==> src/rtl/uart_buffered.sv <==
// Buffered UART: 16x oversampling RX, parity/stop options, TX and RX FIFOs.
// Ports: clk/reset; tx_req/tx_ack/tx_data/tx_full/tx_idle CPU write side;
// rx_req/rx_ack/rx_data/rx_empty CPU read side; sticky rx_*_err/rx_over_run
// flags cleared by err_clr; rx_in (async) and tx_out serial lines.
module uart_buffered #(
    parameter int DATA_BITS = 8,
    parameter int DIV       = 27,
    parameter int PARITY    = 0,
    parameter int STOP_BITS = 1,
    parameter int FIFO_LOG2 = 3
) (
    input  logic                 clk,
    input  logic                 reset,
    input  logic                 tx_req,
    output logic                 tx_ack,
    input  logic [DATA_BITS-1:0] tx_data,
    output logic                 tx_full,
    output logic                 tx_idle,
    input  logic                 rx_req,
    output logic                 rx_ack,
    output logic [DATA_BITS-1:0] rx_data,
    output logic                 rx_empty,
    output logic                 rx_frame_err,
    output logic                 rx_parity_err,
    output logic                 rx_over_run,
    input  logic                 err_clr,
    input  logic                 rx_in,
    output logic                 tx_out
);
    localparam int DEPTH = 2 ** FIFO_LOG2;
    localparam int TXW   = $clog2(16 * DIV);
    localparam int DVW   = $clog2(DIV);
    localparam int PW    = FIFO_LOG2 + 1;
    localparam logic [TXW-1:0] TX_LAST = TXW'(16 * DIV - 1);
    localparam logic [DVW-1:0] DV_LAST = DVW'(DIV - 1);
    localparam logic [2:0] DB_LAST = 3'(DATA_BITS - 1);
    localparam logic [2:0] SB_LAST = 3'(STOP_BITS - 1);
    localparam logic HAS_PAR = (PARITY != 0);
    localparam logic ODD     = (PARITY == 1);

    typedef enum logic [1:0] {HS_WAIT, HS_ACK, HS_HOLD} hs_e;
    typedef enum logic [2:0] {
        S_IDLE, S_START, S_DATA, S_PAR, S_STOP, S_BRK
    } ser_e;

    hs_e txh_q, txh_d, rxh_q, rxh_d;
    ser_e txs_q, txs_d, rxs_q, rxs_d;
    logic [DATA_BITS-1:0] tx_mem [DEPTH];
    logic [DATA_BITS-1:0] rx_mem [DEPTH];
    logic [PW-1:0] txw_q, txw_d, txr_q, txr_d;
    logic [PW-1:0] rxw_q, rxw_d, rxr_q, rxr_d;
    logic [TXW-1:0] tx_cnt_q, tx_cnt_d;
    logic [2:0] tx_bit_q, tx_bit_d, rx_bit_q, rx_bit_d;
    logic [DATA_BITS-1:0] tx_sh_q, tx_sh_d, rx_sh_q, rx_sh_d;
    logic [DATA_BITS-1:0] rx_data_q, rx_data_d, tx_head, rx_head;
    logic tx_par_q, tx_par_d, tx_out_q, tx_out_d;
    logic rx_meta_q, rx_meta_d, rx_s_q, rx_s_d;
    logic [DVW-1:0] div_q, div_d;
    logic [3:0] rx_tc_q, rx_tc_d;
    logic rx_pb_q, rx_pb_d;
    logic fe_q, fe_d, pe_q, pe_d, or_q, or_d;
    logic tx_empty, rx_full, tx_push, tx_pop, rx_push, rx_pop;
    logic tick, mid, load, set_fe, set_pe, set_or;

    always_ff @(posedge clk) begin
        if (reset) begin
            txh_q     <= HS_WAIT;
            rxh_q     <= HS_WAIT;
            txs_q     <= S_IDLE;
            rxs_q     <= S_IDLE;
            txw_q     <= '0;
            txr_q     <= '0;
            rxw_q     <= '0;
            rxr_q     <= '0;
            tx_cnt_q  <= '0;
            tx_bit_q  <= '0;
            rx_bit_q  <= '0;
            tx_sh_q   <= '0;
            rx_sh_q   <= '0;
            rx_data_q <= '0;
            tx_par_q  <= 1'b0;
            tx_out_q  <= 1'b1;
            rx_meta_q <= 1'b1;
            rx_s_q    <= 1'b1;
            div_q     <= '0;
            rx_tc_q   <= '0;
            rx_pb_q   <= 1'b0;
            fe_q      <= 1'b0;
            pe_q      <= 1'b0;
            or_q      <= 1'b0;
        end else begin
            txh_q     <= txh_d;
            rxh_q     <= rxh_d;
            txs_q     <= txs_d;
            rxs_q     <= rxs_d;
            txw_q     <= txw_d;
            txr_q     <= txr_d;
            rxw_q     <= rxw_d;
            rxr_q     <= rxr_d;
            tx_cnt_q  <= tx_cnt_d;
            tx_bit_q  <= tx_bit_d;
            rx_bit_q  <= rx_bit_d;
            tx_sh_q   <= tx_sh_d;
            rx_sh_q   <= rx_sh_d;
            rx_data_q <= rx_data_d;
            tx_par_q  <= tx_par_d;
            tx_out_q  <= tx_out_d;
            rx_meta_q <= rx_meta_d;
            rx_s_q    <= rx_s_d;
            div_q     <= div_d;
            rx_tc_q   <= rx_tc_d;
            rx_pb_q   <= rx_pb_d;
            fe_q      <= fe_d;
            pe_q      <= pe_d;
            or_q      <= or_d;
        end
    end

    // FIFO storage needs no reset; only the pointers define contents.
    always_ff @(posedge clk) begin
        if (tx_push) tx_mem[txw_q[FIFO_LOG2-1:0]] <= tx_data;
        if (rx_push) rx_mem[rxw_q[FIFO_LOG2-1:0]] <= rx_sh_q;
    end

    // FIFO status: equal pointers = empty, differing wrap bit = full.
    always_comb begin
        tx_head  = tx_mem[txr_q[FIFO_LOG2-1:0]];
        rx_head  = rx_mem[rxr_q[FIFO_LOG2-1:0]];
        tx_empty = (txw_q == txr_q);
        rx_empty = (rxw_q == rxr_q);
        tx_full  = (txw_q[FIFO_LOG2] != txr_q[FIFO_LOG2]) &&
                   (txw_q[FIFO_LOG2-1:0] == txr_q[FIFO_LOG2-1:0]);
        rx_full  = (rxw_q[FIFO_LOG2] != rxr_q[FIFO_LOG2]) &&
                   (rxw_q[FIFO_LOG2-1:0] == rxr_q[FIFO_LOG2-1:0]);
        tx_push  = tx_ack && (!tx_full || tx_pop);
        rx_pop   = rx_ack && !rx_empty;
        txw_d    = tx_push ? txw_q + PW'(1) : txw_q;
        txr_d    = tx_pop ? txr_q + PW'(1) : txr_q;
        rxw_d    = rx_push ? rxw_q + PW'(1) : rxw_q;
        rxr_d    = rx_pop ? rxr_q + PW'(1) : rxr_q;
    end

    // CPU handshakes: one transfer per request assertion.
    always_comb begin
        txh_d = txh_q;
        unique case (txh_q)
            HS_WAIT: if (tx_req && !tx_full) txh_d = HS_ACK;
            HS_ACK:  txh_d = HS_HOLD;
            HS_HOLD: if (!tx_req) txh_d = HS_WAIT;
            default: txh_d = HS_WAIT;
        endcase
        rxh_d = rxh_q;
        unique case (rxh_q)
            HS_WAIT: if (rx_req && !rx_empty) rxh_d = HS_ACK;
            HS_ACK:  rxh_d = HS_HOLD;
            HS_HOLD: if (!rx_req) rxh_d = HS_WAIT;
            default: rxh_d = HS_WAIT;
        endcase
        // Head is latched on entry so rx_data is valid with rx_ack.
        rx_data_d = rx_data_q;
        if (rxh_q == HS_WAIT && rxh_d == HS_ACK) rx_data_d = rx_head;
    end

    always_comb begin
        tx_ack  = (txh_q == HS_ACK);
        rx_ack  = (rxh_q == HS_ACK);
        rx_data = rx_data_q;
        tx_out  = tx_out_q;
        tx_idle = tx_empty && (txs_q == S_IDLE);
        rx_frame_err  = fe_q;
        rx_parity_err = pe_q;
        rx_over_run   = or_q;
    end

    // TX next state; a finished stop bit may reload directly.
    always_comb begin
        txs_d    = txs_q;
        tx_cnt_d = tx_cnt_q + TXW'(1);
        tx_bit_d = tx_bit_q;
        tx_sh_d  = tx_sh_q;
        tx_par_d = tx_par_q;
        tx_pop   = 1'b0;
        load     = 1'b0;
        if (txs_q == S_IDLE) begin
            tx_cnt_d = '0;
            load     = !tx_empty;
        end else if (tx_cnt_q == TX_LAST) begin
            tx_cnt_d = '0;
            unique case (txs_q)
                S_START: begin
                    txs_d    = S_DATA;
                    tx_bit_d = '0;
                end
                S_DATA: begin
                    tx_sh_d  = tx_sh_q >> 1;
                    tx_bit_d = tx_bit_q + 3'd1;
                    if (tx_bit_q == DB_LAST) begin
                        txs_d    = HAS_PAR ? S_PAR : S_STOP;
                        tx_bit_d = '0;
                    end
                end
                S_PAR: begin
                    txs_d    = S_STOP;
                    tx_bit_d = '0;
                end
                S_STOP: begin
                    if (tx_bit_q == SB_LAST) begin
                        txs_d = S_IDLE;
                        load  = !tx_empty;
                    end else begin
                        tx_bit_d = tx_bit_q + 3'd1;
                    end
                end
                default: txs_d = S_IDLE;
            endcase
        end
        if (load) begin
            txs_d    = S_START;
            tx_pop   = 1'b1;
            tx_cnt_d = '0;
            tx_sh_d  = tx_head;
            tx_par_d = (^tx_head) ^ ODD;
        end
    end

    // TX line is registered from the next state to stay glitch-free.
    always_comb begin
        tx_out_d = 1'b1;
        unique case (txs_d)
            S_START: tx_out_d = 1'b0;
            S_DATA:  tx_out_d = tx_sh_d[0];
            S_PAR:   tx_out_d = tx_par_d;
            default: tx_out_d = 1'b1;
        endcase
    end

    // RX next state: sample at tick 8 of start, then every 16 ticks.
    always_comb begin
        rx_meta_d = rx_in;
        rx_s_d    = rx_meta_q;
        tick      = (div_q == DV_LAST);
        div_d     = tick ? '0 : div_q + DVW'(1);
        mid       = tick && (rx_tc_q == 4'd15);
        rxs_d     = rxs_q;
        rx_tc_d   = tick ? rx_tc_q + 4'd1 : rx_tc_q;
        rx_bit_d  = rx_bit_q;
        rx_sh_d   = rx_sh_q;
        rx_pb_d   = rx_pb_q;
        rx_push   = 1'b0;
        set_fe    = 1'b0;
        set_pe    = 1'b0;
        set_or    = 1'b0;
        unique case (rxs_q)
            S_IDLE: begin
                rx_tc_d = '0;
                if (tick && !rx_s_q) rxs_d = S_START;
            end
            S_START: begin
                if (tick && rx_tc_q == 4'd7) begin
                    rx_tc_d  = '0;
                    rx_bit_d = '0;
                    rxs_d    = rx_s_q ? S_IDLE : S_DATA;
                end
            end
            S_DATA: begin
                if (mid) begin
                    rx_tc_d  = '0;
                    rx_sh_d  = {rx_s_q, rx_sh_q[DATA_BITS-1:1]};
                    rx_bit_d = rx_bit_q + 3'd1;
                    if (rx_bit_q == DB_LAST)
                        rxs_d = HAS_PAR ? S_PAR : S_STOP;
                end
            end
            S_PAR: begin
                if (mid) begin
                    rx_tc_d = '0;
                    rx_pb_d = rx_s_q;
                    rxs_d   = S_STOP;
                end
            end
            S_STOP: begin
                if (mid) begin
                    rx_tc_d = '0;
                    if (!rx_s_q) begin
                        set_fe = 1'b1;
                        rxs_d  = S_BRK;
                    end else begin
                        rxs_d = S_IDLE;
                        if (rx_full) begin
                            set_or = 1'b1;
                        end else begin
                            rx_push = 1'b1;
                            set_pe  = HAS_PAR &&
                                (rx_pb_q != ((^rx_sh_q) ^ ODD));
                        end
                    end
                end
            end
            S_BRK: begin
                rx_tc_d = '0;
                if (rx_s_q) rxs_d = S_IDLE;
            end
            default: rxs_d = S_IDLE;
        endcase
        // A set in the same cycle as err_clr keeps the flag.
        fe_d = set_fe || (fe_q && !err_clr);
        pe_d = set_pe || (pe_q && !err_clr);
        or_d = set_or || (or_q && !err_clr);
    end
endmodule

==> config.mk <==
export PLATFORM = sky130hd
export DESIGN_NAME = uart_buffered
export DESIGN_NICKNAME = d
export VERILOG_FILES = /design/src/rtl/uart_buffered.sv
export SDC_FILE = /design/constraint.sdc
export NUM_CORES = 1
export LEC_CHECK = 0
export ABC_CLOCK_PERIOD_IN_PS = 7300
export BUFFER_PORTS_ARGS = -buffer_cell sky130_fd_sc_hd__buf_2
export CORE_ASPECT_RATIO = 1.5
export CORE_MARGIN = 5
export CORE_UTILIZATION = 51
export CTS_CLUSTER_SIZE = 16
export DETAILED_ROUTE_END_ITERATION = 12
export GPL_ROUTABILITY_DRIVEN = 0
export PLACE_DENSITY = 0.72
export SYNTH_ARGS = -nofsm -noshare
export SYNTH_HDL_FRONTEND = slang
export SYNTH_SLANG_ARGS = --single-unit
==> constraint.sdc <==
create_clock -name clk -period 7.3 [get_ports clk]
set_input_delay 0.73 -clock clk [delete_from_list [all_inputs] [get_ports clk]]
set_output_delay 0.73 -clock clk [all_outputs]
set_load 0.01 [all_outputs]
==> reports/metrics.cfg <==
[clocking]
post_cts_buffers=0
clock-sinks=212
clkLatencyLatePin_ns=0.49
h-tree-depth=1
path_clk_slew_ns=0.06
cts_made_buffers=20
postCtsHoldBufs=0
post_cts_resized=0
clockBufferDepth=3
cts_tree=yes
root_buffer=clkbuf_16

[pwr]
p_per_area_nw_per_um2=259
p_leak_uw=0.00334
vdd.ir_drop.worst_mv=0.213
totalPowerFinal_uw=2600

[drt]
wl_per_cell_um=17.6
vias=5264
drt_iter0_drc=224
drc=0
routed_wl_mm=16.4
vias_per_cell=5.65
ant_nets=0
dr.pass1.iters=4

[global_routing]
grt_pass1_vias=5435
grt_max_degree=69
track_usage=0.163
antenna_found_initial=0
grt_first_pass_wirelength_mm=27.5
grt-ovfl-total=0

[sta]
min_period_over_period=0.453
final.setup.tns_ns=0
skew_ns=0.00957
fmaxAchievable_mhz=303
hold_viol_final=0
final_max_slew_viol_count=0
rsz0062_at_grt=no
setup_viol=0
min_period_ns=3.31
worstMarginPinSlew_ns=1.28
slew_headroom=0.141

[logic_synthesis]
ys.flop_type=edfxtp_1
synth_warnings=0
synthTopCellsByArea=edfxtp_1, dfxtp_1, mux4_2
syn_area_per_cell_um2=13.3
syn_area_um2=9060
synth-seq-cells=212
synth_commonest_cells=edfxtp_1, dfxtp_1, nor2_1, nand2_1, xor2_1
synth_fp_nets=710
ys_seq_area_frac=0.610
synth.distinct_cells=60
yosysTopAreaCellShare=0.424
synthCells=683
synth-edff-count=128
yosysMostFrequentCell=edfxtp_1
async_flop_share=0
synth_area_leader_cell=edfxtp_1

[worst_setup_path]
crit_slowest_cell=dfxtp_1
slowest_delay_ns=0.87
start_kind=flop
crit_path_max_fanout=20
end_kind=output pin
path_cells=xor2_1, nor4_1, buf_2
critical_path.n_buffers_inverters=1
required_ns=6.57
critPathTopFamily=flip-flops
path_class=flop to output pin
cp_data_arrival_time_ns=2.58

[outcome]
outcome=finished clean

[cells_and_area]
syn_to_final_growth_pct=10.7
regArea_um2=5530
final_nets=732
n_antenna_cell=0
nFillCells=1367
multi_input_area_um2=3320
drive_gt1_frac=0.149

[flow_run]
drv_cap=0

[floorplanning]
die-area_um2=20600
die_h_um=173
ios=31
core_um2=17400
rows=59
initial_utilization=0.520
fp.dieW_um=119

[placement]
port_buffers=30
hpwl_mm=11.8

[worst_hold_path]
hold_class=flop to flop

placed cells by master (no fill, tap or decap), types with 5 or more instances in the layout:
| cell | netlist | final |
|---|---|---|
| nand2_1 | 39 | 39 |
| buf_4 | 1 | 7 |
| nand3b_1 | 5 | 5 |
| clkbuf_16 | 0 | 21 |
| mux2i_1 | 31 | 31 |
| nor2_1 | 70 | 70 |
| buf_2 | 12 | 30 |
| mux4_1 | 7 | 7 |
| edfxtp_1 | 128 | 128 |
| a21oi_1 | 28 | 28 |
| xnor2_1 | 23 | 23 |
| ha_1 | 13 | 13 |
| o21ai_0 | 9 | 9 |
| nor2b_1 | 8 | 8 |
| a211oi_1 | 17 | 17 |
| xor2_1 | 36 | 36 |
| nand3_1 | 11 | 11 |
| or3_1 | 8 | 8 |
| inv_1 | 14 | 14 |
| nand2b_1 | 13 | 13 |
| nand4_1 | 7 | 7 |
| dfxtp_1 | 84 | 84 |
| nor4_1 | 5 | 5 |
| mux4_2 | 25 | 25 |
| nor3b_1 | 7 | 7 |
| nor3_1 | 13 | 12 |
metal layers:
layer,vias up,share of wire,track usage
met4,0,0.025,0.0522
met5,-,0,0
met3,32,0.035,0.0229
li1,2565,-,-
met2,103,0.57,0.318
met1,2564,0.37,0.179
worst paths after layout:
path | start | end | depth (start not counted) | slack [ns]
setup / recovery | rxr_q[1]$_SDFFE_PP0P_ | rx_empty | 3 | 3.99
hold / removal | rx_meta_q$_SDFF_PP1_ | rx_s_q$_SDFF_PP1_ | 1 | 0.44
setup reg to reg | tx_cnt_q[0]$_SDFF_PP0_ | tx_mem[4][4]$_DFFE_PP_ | 6 | 4.09
hold reg to reg | rx_meta_q$_SDFF_PP1_ | rx_s_q$_SDFF_PP1_ | 1 | 0.44
state kept, by name (all words and copies together), names as in the netlist, 5 cells and up, named ones only:
signal / cells
tx_cnt_q: 9
rx_data: 8
rx_mem: 64
tx_sh_q: 8
rx_sh_q: 8
div_q: 5
tx_mem: 64
cell type report:
| type | count | share of cell area |
|---|---|---|
| well taps | 213 | 0.0266 |
| flip-flops and latches | 212 | 0.551 |
| clock inverters | 11 | 0.0117 |
| inverters | 14 | 0.00524 |
| clock buffers | 25 | 0.0539 |
| multi-input cells | 420 | 0.331 |
| repair buffers | 37 | 0.0202 |
where the power goes:
part	switching, µW	internal, µW	total [µW]
Clock	428	601	1030
Sequential	37.1	1300	1340
Combinational	129	102	231
kinds of logic (layout without fill, tap and decap cells):
logic type               count (synthesis)  count (layout)  synth area share
XOR/XNOR                                59              59            0.0571
AND/OR/NAND/NOR                        205             205             0.115
multiplexers                            66              66             0.121
adder cells (fa/ha/maj)                 13              13            0.0180
flip-flops                             212             212             0.610
AO/OA/AOI/OAI                           77              77            0.0554
buffers and inverters                   51              87            0.0242
metrics by stage:
step | instances | util | area, µm² | setup slack (ns) | hold WS, ns
floorplan | 683 | - | 9060 | 4.58 | 0.389
global placement | 896 | 0.538 | 9370 | 4.19 | 0.411
detailed placement | 896 | 0.538 | 9370 | 4.08 | 0.430
CTS | 932 | 0.575 | 10000 | 3.86 | 0.438
global route | 932 | 0.575 | 10000 | 3.76 | 0.437
finish | 932 | 0.575 | 10000 | 3.99 | 0.440
worst register-to-register path: stages (launching register included):
cell	delay [ns]
dfxtp_1	0.36
ha_1	0.20
nand3_1	0.16
o41ai_1	0.48
a21boi_1	0.25
or3_1	0.45
nor3b_1	0.95
(Power assumes the default switching activity.)
